`config.mk`:
```
export PLATFORM = sky130hd
export DESIGN_NAME = fb_rect_fill
export DESIGN_NICKNAME = d
export VERILOG_FILES = /design/src/rtl/fb_rect_fill.sv
export SDC_FILE = /design/constraint.sdc
export NUM_CORES = 1
export LEC_CHECK = 0
export CAP_MARGIN = 15
export CELL_PAD_IN_SITES_DETAIL_PLACEMENT = 1
export CELL_PAD_IN_SITES_GLOBAL_PLACEMENT = 1
export CORE_ASPECT_RATIO = 0.75
export CORE_UTILIZATION = 49
export CTS_BUF_LIST = sky130_fd_sc_hd__clkbuf_4 sky130_fd_sc_hd__clkbuf_8 sky130_fd_sc_hd__clkbuf_16
export CTS_CLUSTER_DIAMETER = 80
export DETAILED_ROUTE_END_ITERATION = 10
export PLACE_DENSITY_LB_ADDON = 0.1
export SLEW_MARGIN = 25
export SYNTH_ARGS = -nofsm -noshare
export SYNTH_HDL_FRONTEND = slang
export SYNTH_SLANG_ARGS = --single-unit
```
`constraint.sdc`:
```
create_clock -name clk -period 13.6 [get_ports clk]
set_input_delay 2.72 -clock clk [delete_from_list [all_inputs] [get_ports clk]]
set_output_delay 2.72 -clock clk [all_outputs]
set_load 0.1 [all_outputs]
```
`src/rtl/fb_rect_fill.sv`:
```
// Rectangle fill engine: writes a solid 12-bit colour into a clipped
// rectangle of a 640x480x16bpp framebuffer using Avalon-MM write bursts.
module fb_rect_fill #(
  parameter int unsigned MAX_BURST  = 8,
  parameter logic [31:0] FRAME_SIZE = 32'h00096000
) (
  input  logic        clk,
  input  logic        reset_n,
  input  logic [2:0]  avalon_slave_address,
  input  logic        avalon_slave_read,
  output logic [31:0] avalon_slave_readdata,
  input  logic        avalon_slave_write,
  input  logic [31:0] avalon_slave_writedata,
  output logic [31:0] avalon_master_address,
  output logic [4:0]  avalon_master_burstcount,
  output logic        avalon_master_write,
  output logic [31:0] avalon_master_writedata,
  output logic [3:0]  avalon_master_byteenable,
  input  logic        avalon_master_waitrequest,
  output logic        irq
);

  typedef enum logic [2:0] {
    S_IDLE,
    S_SETUP,
    S_BURST,
    S_NEXT_ROW,
    S_DONE
  } state_t;

  localparam logic [4:0] MAXB5  = 5'(MAX_BURST);
  localparam logic [9:0] MAXB10 = 10'(MAX_BURST);

  state_t      state_q, state_d;

  // Software-visible registers
  logic [31:0] base_q, base_d;
  logic        frame_q, frame_d;
  logic [9:0]  x0_q, x0_d;
  logic [9:0]  y0_q, y0_d;
  logic [10:0] w_q, w_d;
  logic [9:0]  h_q, h_d;
  logic [11:0] color_q, color_d;
  logic        irq_q, irq_d;
  logic [31:0] rdata_q, rdata_d;

  // Working copies latched at start
  logic [31:0] wbase_q, wbase_d;
  logic        wframe_q, wframe_d;
  logic [9:0]  wx0_q, wx0_d;
  logic [9:0]  wy0_q, wy0_d;
  logic [10:0] ww_q, ww_d;
  logic [9:0]  wh_q, wh_d;
  logic [11:0] wcolor_q, wcolor_d;

  // Fill progress
  logic [9:0]  y_q, y_d;
  logic [9:0]  wx_q, wx_d;
  logic [9:0]  rem_q, rem_d;
  logic [4:0]  beats_q, beats_d;

  // Registered master outputs
  logic [31:0] maddr_q, maddr_d;
  logic [4:0]  mbc_q, mbc_d;
  logic        mwrite_q, mwrite_d;
  logic [3:0]  mbe_q, mbe_d;

  // Clipping and span signals
  logic [11:0] x_end;
  logic [10:0] x1;
  logic [10:0] y_end;
  logic [9:0]  y1;
  logic        empty;
  logic [9:0]  word_lo;
  logic [9:0]  word_hi;
  logic [9:0]  span;
  logic [9:0]  src_wx;
  logic [9:0]  src_rem;
  logic [4:0]  src_len;
  logic [31:0] src_addr;
  logic        wr_en;
  logic        start;
  logic        irq_clr;

  function automatic logic [3:0] be_for(input logic [9:0] w, input logic [9:0] lo,
                                        input logic [9:0] hi, input logic lo_odd,
                                        input logic hi_odd);
    logic [3:0] b;
    b = 4'hF;
    if (w == lo && lo_odd) b = b & 4'b1100;
    if (w == hi && hi_odd) b = b & 4'b0011;
    return b;
  endfunction

  assign avalon_slave_readdata    = rdata_q;
  assign avalon_master_address    = maddr_q;
  assign avalon_master_burstcount = mbc_q;
  assign avalon_master_write      = mwrite_q;
  assign avalon_master_byteenable = mbe_q;
  assign avalon_master_writedata  = {4'h0, wcolor_q, 4'h0, wcolor_q};
  assign irq                      = irq_q;

  // Clip window, word span and next-burst parameters from the working copies
  always_comb begin
    x_end   = {2'b00, wx0_q} + {1'b0, ww_q};
    x1      = (x_end > 12'd640) ? 11'd640 : x_end[10:0];
    y_end   = {1'b0, wy0_q} + {1'b0, wh_q};
    y1      = (y_end > 11'd480) ? 10'd480 : y_end[9:0];
    empty   = (x1 <= {1'b0, wx0_q}) || (y1 <= wy0_q);
    word_lo = {1'b0, wx0_q[9:1]};
    word_hi = 10'((x1 - 11'd1) >> 1);
    span    = word_hi - word_lo + 10'd1;
    src_wx  = (state_q == S_SETUP) ? word_lo : wx_q;
    src_rem = (state_q == S_SETUP) ? span : rem_q;
    src_len = (src_rem > MAXB10) ? MAXB5 : src_rem[4:0];
    src_addr = wbase_q + (wframe_q ? FRAME_SIZE : '0) + ({22'd0, y_q} * 32'd1280)
             + {20'd0, src_wx, 2'b00};
  end

  // Register file, read mux, interrupt and fill sequencing
  always_comb begin
    state_d  = state_q;
    base_d   = base_q;
    frame_d  = frame_q;
    x0_d     = x0_q;
    y0_d     = y0_q;
    w_d      = w_q;
    h_d      = h_q;
    color_d  = color_q;
    irq_d    = irq_q;
    rdata_d  = rdata_q;
    wbase_d  = wbase_q;
    wframe_d = wframe_q;
    wx0_d    = wx0_q;
    wy0_d    = wy0_q;
    ww_d     = ww_q;
    wh_d     = wh_q;
    wcolor_d = wcolor_q;
    y_d      = y_q;
    wx_d     = wx_q;
    rem_d    = rem_q;
    beats_d  = beats_q;
    maddr_d  = maddr_q;
    mbc_d    = mbc_q;
    mwrite_d = mwrite_q;
    mbe_d    = mbe_q;

    wr_en   = avalon_slave_write && !avalon_slave_read;
    start   = wr_en && (avalon_slave_address == 3'd1) && avalon_slave_writedata[0];
    irq_clr = wr_en && (avalon_slave_address == 3'd1) && avalon_slave_writedata[2];

    if (wr_en) begin
      case (avalon_slave_address)
        3'd0: base_d  = avalon_slave_writedata;
        3'd1: frame_d = avalon_slave_writedata[1];
        3'd2: x0_d    = avalon_slave_writedata[9:0];
        3'd3: y0_d    = avalon_slave_writedata[9:0];
        3'd4: w_d     = avalon_slave_writedata[10:0];
        3'd5: h_d     = avalon_slave_writedata[9:0];
        3'd6: color_d = avalon_slave_writedata[11:0];
        default: ;
      endcase
    end

    if (avalon_slave_read) begin
      case (avalon_slave_address)
        3'd0: rdata_d = base_q;
        3'd1: rdata_d = {29'd0, wframe_q, irq_q, state_q != S_IDLE};
        3'd2: rdata_d = {22'd0, x0_q};
        3'd3: rdata_d = {22'd0, y0_q};
        3'd4: rdata_d = {21'd0, w_q};
        3'd5: rdata_d = {22'd0, h_q};
        3'd6: rdata_d = {20'd0, color_q};
        default: rdata_d = '0;
      endcase
    end

    // Clear first so a completion in the same cycle leaves irq set
    if (irq_clr) irq_d = 1'b0;

    case (state_q)
      S_IDLE: begin
        if (start) begin
          wbase_d  = base_q;
          wframe_d = avalon_slave_writedata[1];
          wx0_d    = x0_q;
          wy0_d    = y0_q;
          ww_d     = w_q;
          wh_d     = h_q;
          wcolor_d = color_q;
          y_d      = y0_q;
          state_d  = S_SETUP;
        end
      end
      S_SETUP: begin
        if (empty) begin
          irq_d   = 1'b1;
          state_d = S_DONE;
        end else begin
          wx_d     = word_lo;
          rem_d    = span;
          maddr_d  = src_addr;
          mbc_d    = src_len;
          beats_d  = src_len;
          mbe_d    = be_for(word_lo, word_lo, word_hi, wx0_q[0], x1[0]);
          mwrite_d = 1'b1;
          state_d  = S_BURST;
        end
      end
      S_BURST: begin
        // write low here is the mandatory gap cycle: load the next burst
        if (!mwrite_q) begin
          maddr_d  = src_addr;
          mbc_d    = src_len;
          beats_d  = src_len;
          mbe_d    = be_for(wx_q, word_lo, word_hi, wx0_q[0], x1[0]);
          mwrite_d = 1'b1;
        end else if (!avalon_master_waitrequest) begin
          wx_d    = wx_q + 10'd1;
          rem_d   = rem_q - 10'd1;
          beats_d = beats_q - 5'd1;
          mbe_d   = be_for(wx_q + 10'd1, word_lo, word_hi, wx0_q[0], x1[0]);
          if (beats_q == 5'd1) begin
            mwrite_d = 1'b0;
            if (rem_q == 10'd1) state_d = S_NEXT_ROW;
          end
        end
      end
      S_NEXT_ROW: begin
        y_d = y_q + 10'd1;
        if (y_q + 10'd1 == y1) begin
          irq_d   = 1'b1;
          state_d = S_DONE;
        end else begin
          state_d = S_SETUP;
        end
      end
      S_DONE: state_d = S_IDLE;
      default: state_d = S_IDLE;
    endcase
  end

  // State registers with asynchronous active-low reset
  always_ff @(posedge clk or negedge reset_n) begin
    if (!reset_n) begin
      state_q  <= S_IDLE;
      base_q   <= '0;
      frame_q  <= 1'b0;
      x0_q     <= '0;
      y0_q     <= '0;
      w_q      <= '0;
      h_q      <= '0;
      color_q  <= '0;
      irq_q    <= 1'b0;
      rdata_q  <= '0;
      wbase_q  <= '0;
      wframe_q <= 1'b0;
      wx0_q    <= '0;
      wy0_q    <= '0;
      ww_q     <= '0;
      wh_q     <= '0;
      wcolor_q <= '0;
      y_q      <= '0;
      wx_q     <= '0;
      rem_q    <= '0;
      beats_q  <= '0;
      maddr_q  <= '0;
      mbc_q    <= '0;
      mwrite_q <= 1'b0;
      mbe_q    <= '0;
    end else begin
      state_q  <= state_d;
      base_q   <= base_d;
      frame_q  <= frame_d;
      x0_q     <= x0_d;
      y0_q     <= y0_d;
      w_q      <= w_d;
      h_q      <= h_d;
      color_q  <= color_d;
      irq_q    <= irq_d;
      rdata_q  <= rdata_d;
      wbase_q  <= wbase_d;
      wframe_q <= wframe_d;
      wx0_q    <= wx0_d;
      wy0_q    <= wy0_d;
      ww_q     <= ww_d;
      wh_q     <= wh_d;
      wcolor_q <= wcolor_d;
      y_q      <= y_d;
      wx_q     <= wx_d;
      rem_q    <= rem_d;
      beats_q  <= beats_d;
      maddr_q  <= maddr_d;
      mbc_q    <= mbc_d;
      mwrite_q <= mwrite_d;
      mbe_q    <= mbe_d;
    end
  end

endmodule

```
==> Word level (Yosys, flattened, before mapping) <==
Index checks and enable logic that the tools add are counted.
{ "totals": {"output_inout_bits": 107, "reg_bits": 284, "wordCells": 149, "input_bits": 40} }
{ "classes": {"mul": 1, "n_lt_le_gt_ge": 5, "reduce_logical": 29, "muxes": 53, "eq_ne": 25, "add_sub_neg": 12} }
{ "op_table": {"columns": ["cell", "n"], "rows": [
  ["32-bit case mux with 7 select lines", 1],
  ["10-bit 2-to-1 mux", 10],
  ["32-bit 2-to-1 mux", 2],
  ["32-bit case mux with 2 select lines", 1],
  ["10-bit case mux with 2 select lines", 3],
  ["32-bit by 12-bit adder with 32-bit output", 1],
  ["32-bit by 20-bit adder with 32-bit output", 1],
  ["32-bit by 21-bit adder with 32-bit output", 1],
  ["10-bit by 1-bit adder with 10-bit output (second input constant)", 3],
  ["10-bit == test", 3],
  ["5-bit 2-to-1 mux", 5],
  ["4-bit 2-to-1 mux", 6],
  ["3-bit 2-to-1 mux", 7],
  ["10-bit by 9-bit == test with 1-bit output", 2],
  ["20-bit 2-to-1 mux", 1],
  ["5-bit case mux with 2 select lines", 2],
  ["2-bit AND reduction", 9],
  ["2-bit inequality test (second input constant)", 7],
  ["10-bit by 3-bit multiplier with 13-bit output (second input constant)", 1],
  ["10-bit by 11-bit adder with 12-bit output", 1],
  ["3-bit by 2-bit == test with 1-bit output (second input constant)", 4],
  ["12-bit by 10-bit greater-than comparator with 1-bit output (second input constant)", 1],
  ["3-bit case mux with 4 select lines", 1],
  ["10-bit by 10-bit adder with 11-bit output", 1],
  ["other kinds (28)", 51]
]} }

==> Depth between registers and ports, before layout <==
Gate-level depths: netlist of run 1.
{ "depth": {"word_depth": 11, "mapped_depth": 28} }

==> Worst setup path after synthesis of run 1 <==
OpenSTA, ideal clock, no wires.
{ "synth_path": {"kind": "register to register", "startpoint": "reg wx0_q[0]", "endpoint": "reg beats_q[0]", "path_slack_ps": 6895, "required_time_ps": 13458, "stages_incl_launch_ff": 29, "setup_ps": 142, "t_arrival_ps": 6563, "synth_period_minus_slack_ps": 6705, "path_cell_list": "dfrtp_1 ha_1 fa_1 a211o_1 a2111oi_1 or3_1 buf_4 nor4_4 o41a_2 clkbuf_1 nand2_1 ha_1 clkbuf_1 o21ai_0 and2_1 ha_1 inv_1 ha_1 fa_1 a21o_1 a21oi_1 o21ai_0 a2111oi_0 or3_1 xnor3_1 a31oi_1 nor2_1 a21oi_1 o221ai_1"} }
{ "synth_between": {"elab_chain_len": 11} }
{ "synth_lines": {"columns": ["element", "line_no", "rtl"], "rows": [
  ["start, declared", "50", "logic [9:0] wx0_q, wx0_d;"],
  ["start signal, assigned", "284", "wx0_q <= wx0_d;"],
  ["10-bit by 11-bit adder with 12-bit output", "105", "x_end = {2'b00, wx0_q} + {1'b0, ww_q};"],
  ["12-bit by 10-bit greater-than comparator with 1-bit output", "106", "x1 = (x_end > 12'd640) ? 11'd640 : x_end[10:0];"],
  ["11-bit 2-to-1 mux", "106", null],
  ["11-bit by 1-bit subtractor with 11-bit output", "111", "word_hi = 10'((x1 - 11'd1) >> 1);"],
  ["10-bit by 9-bit subtractor with 10-bit output", "112", "span = word_hi - word_lo + 10'd1;"],
  ["10-bit by 1-bit adder with 10-bit output", "112", null],
  ["10-bit 2-to-1 mux", "114", "src_rem = (state_q == S_SETUP) ? span : rem_q;"],
  ["10-bit by 4-bit greater-than comparator with 1-bit output", "115", "src_len = (src_rem > MAXB10) ? MAXB5 : src_rem[4:0];"],
  ["5-bit 2-to-1 mux", "115", null],
  ["5-bit 2-to-1 mux (on tied branches)", "212, 196", null],
  ["5-bit case mux with 2 select lines", "181", "case (state_q)"],
  ["end signal, assigned", "292", "beats_q <= beats_d;"],
  ["end, declared", "60", "logic [4:0] beats_q, beats_d;"]
]} }
Several ways; a longest one is shown, not always the timed one. The select of a mux whose other input is x is not followed.
A chain may end at the register's enable or synchronous reset.

==> Final worst setup path of run 1 <==
Same ends and word-level chain as after synthesis.

==> results of run 1 <==
==> routing by layer <==
layer | routed length [um] | vias up | GRT usage [%]
met1 | 27900 | 7909 | 47.2
met4 | 1230 | 2 | 6.79
met2 | 25800 | 469 | 48.5
met5 | 13 | - | 0
li1 | - | 7034 | -
met3 | 3800 | 74 | 5.93
==> final timing paths <==
path,slack [ns],to,depth (start not counted),start
hold reg to reg,0.47,avalon_master_address[4]$_DFFE_PN0P_,2,avalon_master_address[4]$_DFFE_PN0P_
max in group asynchronous,10.30,ww_q[7]$_DFFE_PN0P_,2,reset_n
hold / removal,0.47,avalon_master_address[4]$_DFFE_PN0P_,2,avalon_master_address[4]$_DFFE_PN0P_
setup / recovery,5.59,beats_q[0]$_DFFE_PN0P_,26,wx0_q[0]$_DFFE_PN0P_
setup reg to reg,5.59,beats_q[0]$_DFFE_PN0P_,26,wx0_q[0]$_DFFE_PN0P_
min in group asynchronous,2.07,avalon_master_address[29]$_DFFE_PN0P_,1,reset_n
==> layout by cell type (no fill, tap or decap), types with 18 or more instances in the layout <==
master / n
nor3_1: 33
mux2_2: 86
dfrtp_1: 282
a21o_1: 24
nand2_1: 339
a21oi_1: 97
mux2i_1: 19
a31oi_1: 19
inv_1: 120
nor2_1: 123
xor2_1: 34
o21ai_0: 140
xnor2_1: 55
o22ai_1: 18
clkbuf_16: 29
ha_1: 109
nand3_1: 28
clkdlybuf4s50_1: 136
==> cell usage after synthesis (all sizes together), types with 28 or more instances <==
cell | n | area share [%]
nor3 | 33 | 0.93
a21oi | 99 | 2.8
ha | 109 | 7.7
buf | 46 | 1.6
xnor2 | 55 | 2.7
dfrtp | 282 | 40
inv | 122 | 2.6
clkbuf | 63 | 1.3
nand3 | 28 | 0.79
nand2 | 339 | 7.2
mux2 | 87 | 5.5
nor2 | 126 | 2.7
o21ai | 141 | 4.0
xor2 | 34 | 1.7
==> final cells by class <==
cell class,instances,area (um^2)
multi-input combinational,1453,9810
inverter,123,462
sequential,282,7060
fill,4106,15300
timing repair buffer,157,1560
clock inverter,9,153
tap,465,582
clock buffer,43,862
==> power by group through the flow <==
stage	combinational (mW)	sequential, mW	clock, mW
2_1_floorplan	1.97	1.58	0
3_3_place_gp	3.05	1.28	0
3_5_place_dp	3.14	1.30	0
4_1_cts	3.17	1.28	0.870
5_1_grt	3.48	1.32	0.897
6_report	3.22	1.29	0.861
==> worst max-delay path, stage by stage, from the launching register on <==
cell and delay, ns:
dfrtp_1 0.45, ha_1 0.29, fa_1 0.48, a211o_1 0.43
and3_1 0.20, or3_1 0.56, nor4_4 0.42, o41a_2 0.50
nand2_1 0.14, ha_1 0.44, inv_1 0.34, nand3_1 0.13
and2_1 0.21, ha_1 0.30, inv_1 0.05, ha_1 0.23
fa_1 0.42, a21o_1 0.19, a21oi_1 0.22, o21ai_0 0.15
a2111oi_0 0.41, or3_1 0.20, xnor3_1 0.36, a31oi_1 0.30
nor2_1 0.14, a21oi_1 0.17, o221ai_1 0.14
==> state kept, by name (all words and copies together), names as in the netlist, 11 cells and up <==
name	cells
w_q	11
base_q	32
avalon_master_address	32
wbase_q	32
avalon_slave_readdata	32
wcolor_q	12
ww_q	11
color_q	12
==> metrics by stage <==
step	hold WS [ns]	std cells	utilization [%]	cell area [um^2]	setup slack (ns)
finish	0.472	2532	57.2	20500	5.59
global route	0.506	2532	57.2	20500	5.11
CTS	0.477	2531	57.1	20500	5.75
global placement	0.454	2479	54.3	19400	5.98
floorplan	0.439	1967	-	17800	6.90
detailed placement	0.464	2479	54.3	19400	5.76
==> cells by family (layout without fill, tap and decap cells) <==
group	Yosys count	after routing	synth area share, %
adder cells (fa/ha/maj)	122	122	9.13
other	1	9	0.0211
AO/OA/AOI/OAI	463	463	17.2
flip-flops	282	282	39.7
AND/OR/NAND/NOR	657	657	16.6
buffers and inverters	232	332	5.54
XOR/XNOR	93	93	4.89
multiplexers	109	109	6.96
==> results.sh, run 1 <==
export IMPL_hold_viol_final=0
export IMPL_avgViaCountPerCell=6.12
export IMPL_max_slew_worst_pin_slew_ns=1.02
export IMPL_worst_setup_path_start_kind="register"
export IMPL_synth_edf_count=0
export IMPL_setup_viol=0
export IMPL_yosysSeqAreaShare_pct=39.7
export IMPL_grt_max_degree=154
export IMPL_p_sw_share_pct=50.1
export IMPL_synthArstFlopShare_pct=100
export IMPL_antenna_cells=0
export IMPL_fin_crit_ns=8.01
export IMPL_path_clk_slew_ns=0.07
export IMPL_yosysWarnings=0
export IMPL_power_density_mw_per_mm2=262
export IMPL_h_tree_depth=1
export IMPL_ys_ff_latch=282
export IMPL_critical_path_class="register to register"
export IMPL_final_net_count=2208
export IMPL_fp_dieH_um=167
export IMPL_cts_buffers=29
export IMPL_dieArea_mm2=0.0371
export IMPL_p_seq_share_pct=24.1
export IMPL_clock_latency_ns=0.57
export IMPL_drive_gt1_share_pct=9.39
export IMPL_syn_area_per_cell_um2=9.08
export IMPL_cts_tree="built"
export IMPL_worstPathRequired_ns=14.02
export IMPL_maxCapViolCount=0
export IMPL_status="complete, no violations"
export IMPL_overflow=0
export IMPL_cts_root_buffer="clkbuf_16"
export IMPL_cts_resized=0
export IMPL_portBuffers=138
export IMPL_arrival_ns=8.43
export IMPL_cts_sinks=282
export IMPL_syn_inst=1959
export IMPL_fin_tns_setup_ns=0
export IMPL_cp_end_kind="register"
export IMPL_total_power_mw=5.37
export IMPL_rsz0062_at_grt="no"
export IMPL_dp_hpwl_um=44000
export IMPL_antenna_found_initial=1
export IMPL_initial_utilization_pct=49.7
export IMPL_cp_max_fo=23
export IMPL_cts_buffer_depth=3
export IMPL_rows=60
export IMPL_cts_hold_buf=0
export IMPL_fin_crit_sh_pct=58.9
export IMPL_vias=15488
export IMPL_grt_pass1_wl_um=92700
export IMPL_place_congestion=0.931
export IMPL_fin_worst_skew_ns=0.0243
export IMPL_drv_slew=0
export IMPL_pwr_share_comb_pct=59.9
export IMPL_p_clk_share_pct=16.0
export IMPL_core_mm2=0.0358
export IMPL_p_leak_nw=9.25
export IMPL_io_pins=147
export IMPL_area_growth_pct=15.2
export IMPL_drt_first_iter_violations=1396
export IMPL_ys_types=90
export IMPL_routedWlPerCell_um=23.2
export IMPL_postRouteAntennaNets=0
export IMPL_grt_usage_pct=31.9
export IMPL_hold_class="register to register"
export IMPL_fmax_ghz=0.125
export IMPL_syn_cell_area_mm2=0.0178
export IMPL_synth_ff_type="dfrtp_1"
export IMPL_post_cts_buffers=0
export IMPL_totalWireLength_um=58700
export IMPL_switching_power_mw=2.69
export IMPL_dr_pass1_iters=6
export IMPL_grt_pass1_vias=15901
export IMPL_ir_drop_v=0.000152
export IMPL_drc_errors=0
export IMPL_p_int_mw=2.68
export IMPL_worst_slew_margin_rel_pct=32.0
export IMPL_die_w_um=222
(Power assumes the default switching activity.)
==> run 2: changes to the inputs <==
--- a/config.mk
+++ b/config.mk
@@ -9,7 +9,7 @@
 export CELL_PAD_IN_SITES_DETAIL_PLACEMENT = 1
 export CELL_PAD_IN_SITES_GLOBAL_PLACEMENT = 1
 export CORE_ASPECT_RATIO = 0.75
-export CORE_UTILIZATION = 49
+export CORE_UTILIZATION = 41
 export CTS_BUF_LIST = sky130_fd_sc_hd__clkbuf_4 sky130_fd_sc_hd__clkbuf_8 sky130_fd_sc_hd__clkbuf_16
 export CTS_CLUSTER_DIAMETER = 80
 export DETAILED_ROUTE_END_ITERATION = 10
==> constraint.sdc (replaced) <==
create_clock -name clk -period 6.46 [get_ports clk]
set_input_delay 1.292 -clock clk [delete_from_list [all_inputs] [get_ports clk]]
set_output_delay 1.292 -clock clk [all_outputs]
set_load 0.1 [all_outputs]
==> results.sh, run 2 (synthesis gave the netlist of run 1 again) <==
export IMPL_place_congestion=0.909
export IMPL_wl_met1_um=28900
export IMPL_grt_pass1_vias=16002
export IMPL_dp_hpwl_um=44500
export IMPL_critical_path_class="register to register"
export IMPL_fin_worst_skew_ns=0.0222
export IMPL_critical_path_top_delay_family="compound AO/OA/AOI/OAI gates"
export IMPL_worst_slew_margin_rel_pct=31.8
export IMPL_io_pins=147
export IMPL_critPathSlowestCell="o41a_2"
export IMPL_cts_tree="built"
export IMPL_p_leak_nw=9.51
export IMPL_min_delay_start="avalon_master_address[4]$_DFFE_PN0P_"
export IMPL_grt_usage_pct=27.0
export IMPL_r2r_cells=25
export IMPL_cp_end_kind="register"
export IMPL_hold_end="avalon_master_address[4]$_DFFE_PN0P_"
export IMPL_post_route_util_pct=49.8
export IMPL_grt_max_degree=132
export IMPL_hold_class="register to register"
export IMPL_rows=65
export IMPL_worstPathRequired_ns=6.83
export IMPL_path_clk_slew_ns=0.06
export IMPL_drv_slew=0
export IMPL_rsz0062_at_grt="no"
export IMPL_fin_crit_ns=6.20
export IMPL_portBuffers=138
export IMPL_fin_crit_sh_pct=96.0
export IMPL_ir_drop_v=0.000313
export IMPL_status="complete, no violations"
export IMPL_cp_max_fo=6
export IMPL_cts_buffers=34
export IMPL_cpPeakStageDelay_ns=0.49
export IMPL_postRouteAntennaNets=0
export IMPL_area_growth_pct=18.9
export IMPL_max_slew_worst_pin_slew_ns=1.02
export IMPL_grt_pass1_wl_um=94200
export IMPL_dieArea_mm2=0.0442
export IMPL_overflow=0
export IMPL_power_density_mw_per_mm2=559
export IMPL_antenna_found_initial=0
export IMPL_drt_first_iter_violations=879
export IMPL_cts_root_buffer="clkbuf_16"
export IMPL_drc_errors=0
export IMPL_final_cell_mix="339 x nand2_1, 282 x dfrtp_1, 139 x o21ai_0"
export IMPL_dr_pass1_iters=5
export IMPL_cts_sinks=282
export IMPL_h_tree_depth=2
export IMPL_mostFrequentLayoutCell="nand2_1"
export IMPL_whs_path_depth=2
export IMPL_fin_tns_setup_ns=0
export IMPL_clock_latency_ns=0.54
export IMPL_vias=15402
export IMPL_setup_viol=0
export IMPL_fp_dieH_um=182
export IMPL_core_mm2=0.0425
export IMPL_initial_utilization_pct=41.9
export IMPL_wl_met2_um=25200
export IMPL_arrival_ns=6.57
export IMPL_hold_ws_ns=0.466
export IMPL_total_power_mw=11.8
export IMPL_cts_buffer_depth=3
export IMPL_worst_path_buf_inv=1
export IMPL_avgViaCountPerCell=5.74
export IMPL_die_w_um=243
export IMPL_hold_viol_final=0
export IMPL_routedWlPerCell_um=22.0
export IMPL_timing_rr_end="beats_q[0]$_DFFE_PN0P_"
export IMPL_ff2ff_setup_slack_ns=0.26
export IMPL_final_net_count=2251
export IMPL_reg2reg_from="wx0_q[0]$_DFFE_PN0P_"
export IMPL_top_layer="met4"
export IMPL_totalWireLength_um=58900
export IMPL_fmax_ghz=0.161
export IMPL_worst_setup_path_start_kind="register"
export IMPL_wl_met3_um=3530
export IMPL_maxCapViolCount=0
export IMPL_drive_gt1_share_pct=12.0
run 2: cell count changes in the layout (fill, tap and decap cells not counted), moves of 2 or more:
cell / before / now
ha_2: 0 / 2
clkbuf_8: 5 / 15
clkinv_4: 2 / 0
a21oi_2: 2 / 5
clkinv_8: 0 / 2
clkbuf_4: 9 / 3
clkbuf_16: 29 / 35
buf_4: 17 / 55
a21oi_1: 97 / 94
ha_1: 109 / 107
bufinv_16: 4 / 1
run 2: what timing repair did:
item                       4_1_cts  5_1_grt
cloned                           0        0
hold buffers                     0        0
pin swaps                        2        7
setup buffers                    0        3
gates resized for setup          0       15
setup endpoints to repair        2        9
run 2: routing by layer:
layer / track usage, % / vias up
li1: - / 7125
met1: 40.1 / 7794
met2: 40.4 / 394
met3: 5.01 / 89
met4: 6.56 / 0
met5: 0 / -
run 2: final cells by class:
class	count	area, um^2
fill	4850	21300
multi-input combinational	1453	9890
sequential	282	7060
timing repair buffer	195	1840
clock buffer	53	1100
tap	569	712
inverter	123	462
clock inverter	7	85.1
antenna	1	2.50
run 2: worst max path at each step:
stage                              start                      to  slack [ns]  cells past startpoint
finish              wx0_q[0]$_DFFE_PN0P_  beats_q[0]$_DFFE_PN0P_        0.26                     25
global route        wx0_q[0]$_DFFE_PN0P_  beats_q[3]$_DFFE_PN0P_        0.02                     26
CTS                 wx0_q[0]$_DFFE_PN0P_  beats_q[2]$_DFFE_PN0P_       0.005                     27
detailed placement  wx0_q[0]$_DFFE_PN0P_  beats_q[0]$_DFFE_PN0P_      -0.005                     26
global placement    wx0_q[0]$_DFFE_PN0P_  beats_q[0]$_DFFE_PN0P_        0.11                     26
floorplan           wx0_q[0]$_DFFE_PN0P_  beats_q[0]$_DFFE_PN0P_        0.06                     28
run 2: metrics by stage:
| stage | std cells | area (um^2) | worst slack (ns) |
|---|---|---|---|
| finish | 2683 | 21200 | 0.259 |
| global route | 2682 | 21200 | 0.0171 |
| CTS | 2679 | 21000 | 0.00492 |
| detailed placement | 2619 | 19900 | -0.00535 |
| global placement | 2619 | 19900 | 0.115 |
| floorplan | 1967 | 17800 | 0.0564 |
run 2: worst min-delay path, stage by stage (launching register included):
cell and delay, ns:
dfrtp_1 0.34, nand2_1 0.05, nand2_1 0.05
run 2: where the power goes:
group | internal [mW] | total [mW] | switching [mW] | leakage [nW]
combinational | 2.58 | 7.13 | 4.55 | 5.40
sequential | 2.20 | 2.68 | 0.486 | 3.52
clock | 1.22 | 2.02 | 0.801 | 0.593
==> run 3: changes to the inputs <==
--- a/config.mk
+++ b/config.mk
@@ -13,6 +13,7 @@
 export CTS_BUF_LIST = sky130_fd_sc_hd__clkbuf_4 sky130_fd_sc_hd__clkbuf_8 sky130_fd_sc_hd__clkbuf_16
 export CTS_CLUSTER_DIAMETER = 80
 export DETAILED_ROUTE_END_ITERATION = 10
+export GPL_ROUTABILITY_DRIVEN = 1
 export PLACE_DENSITY_LB_ADDON = 0.1
 export SLEW_MARGIN = 25
 export SYNTH_ARGS = -nofsm -noshare
==> results of run 3 <==
The final DEF is identical to that of run 2; final timing and power are the same.
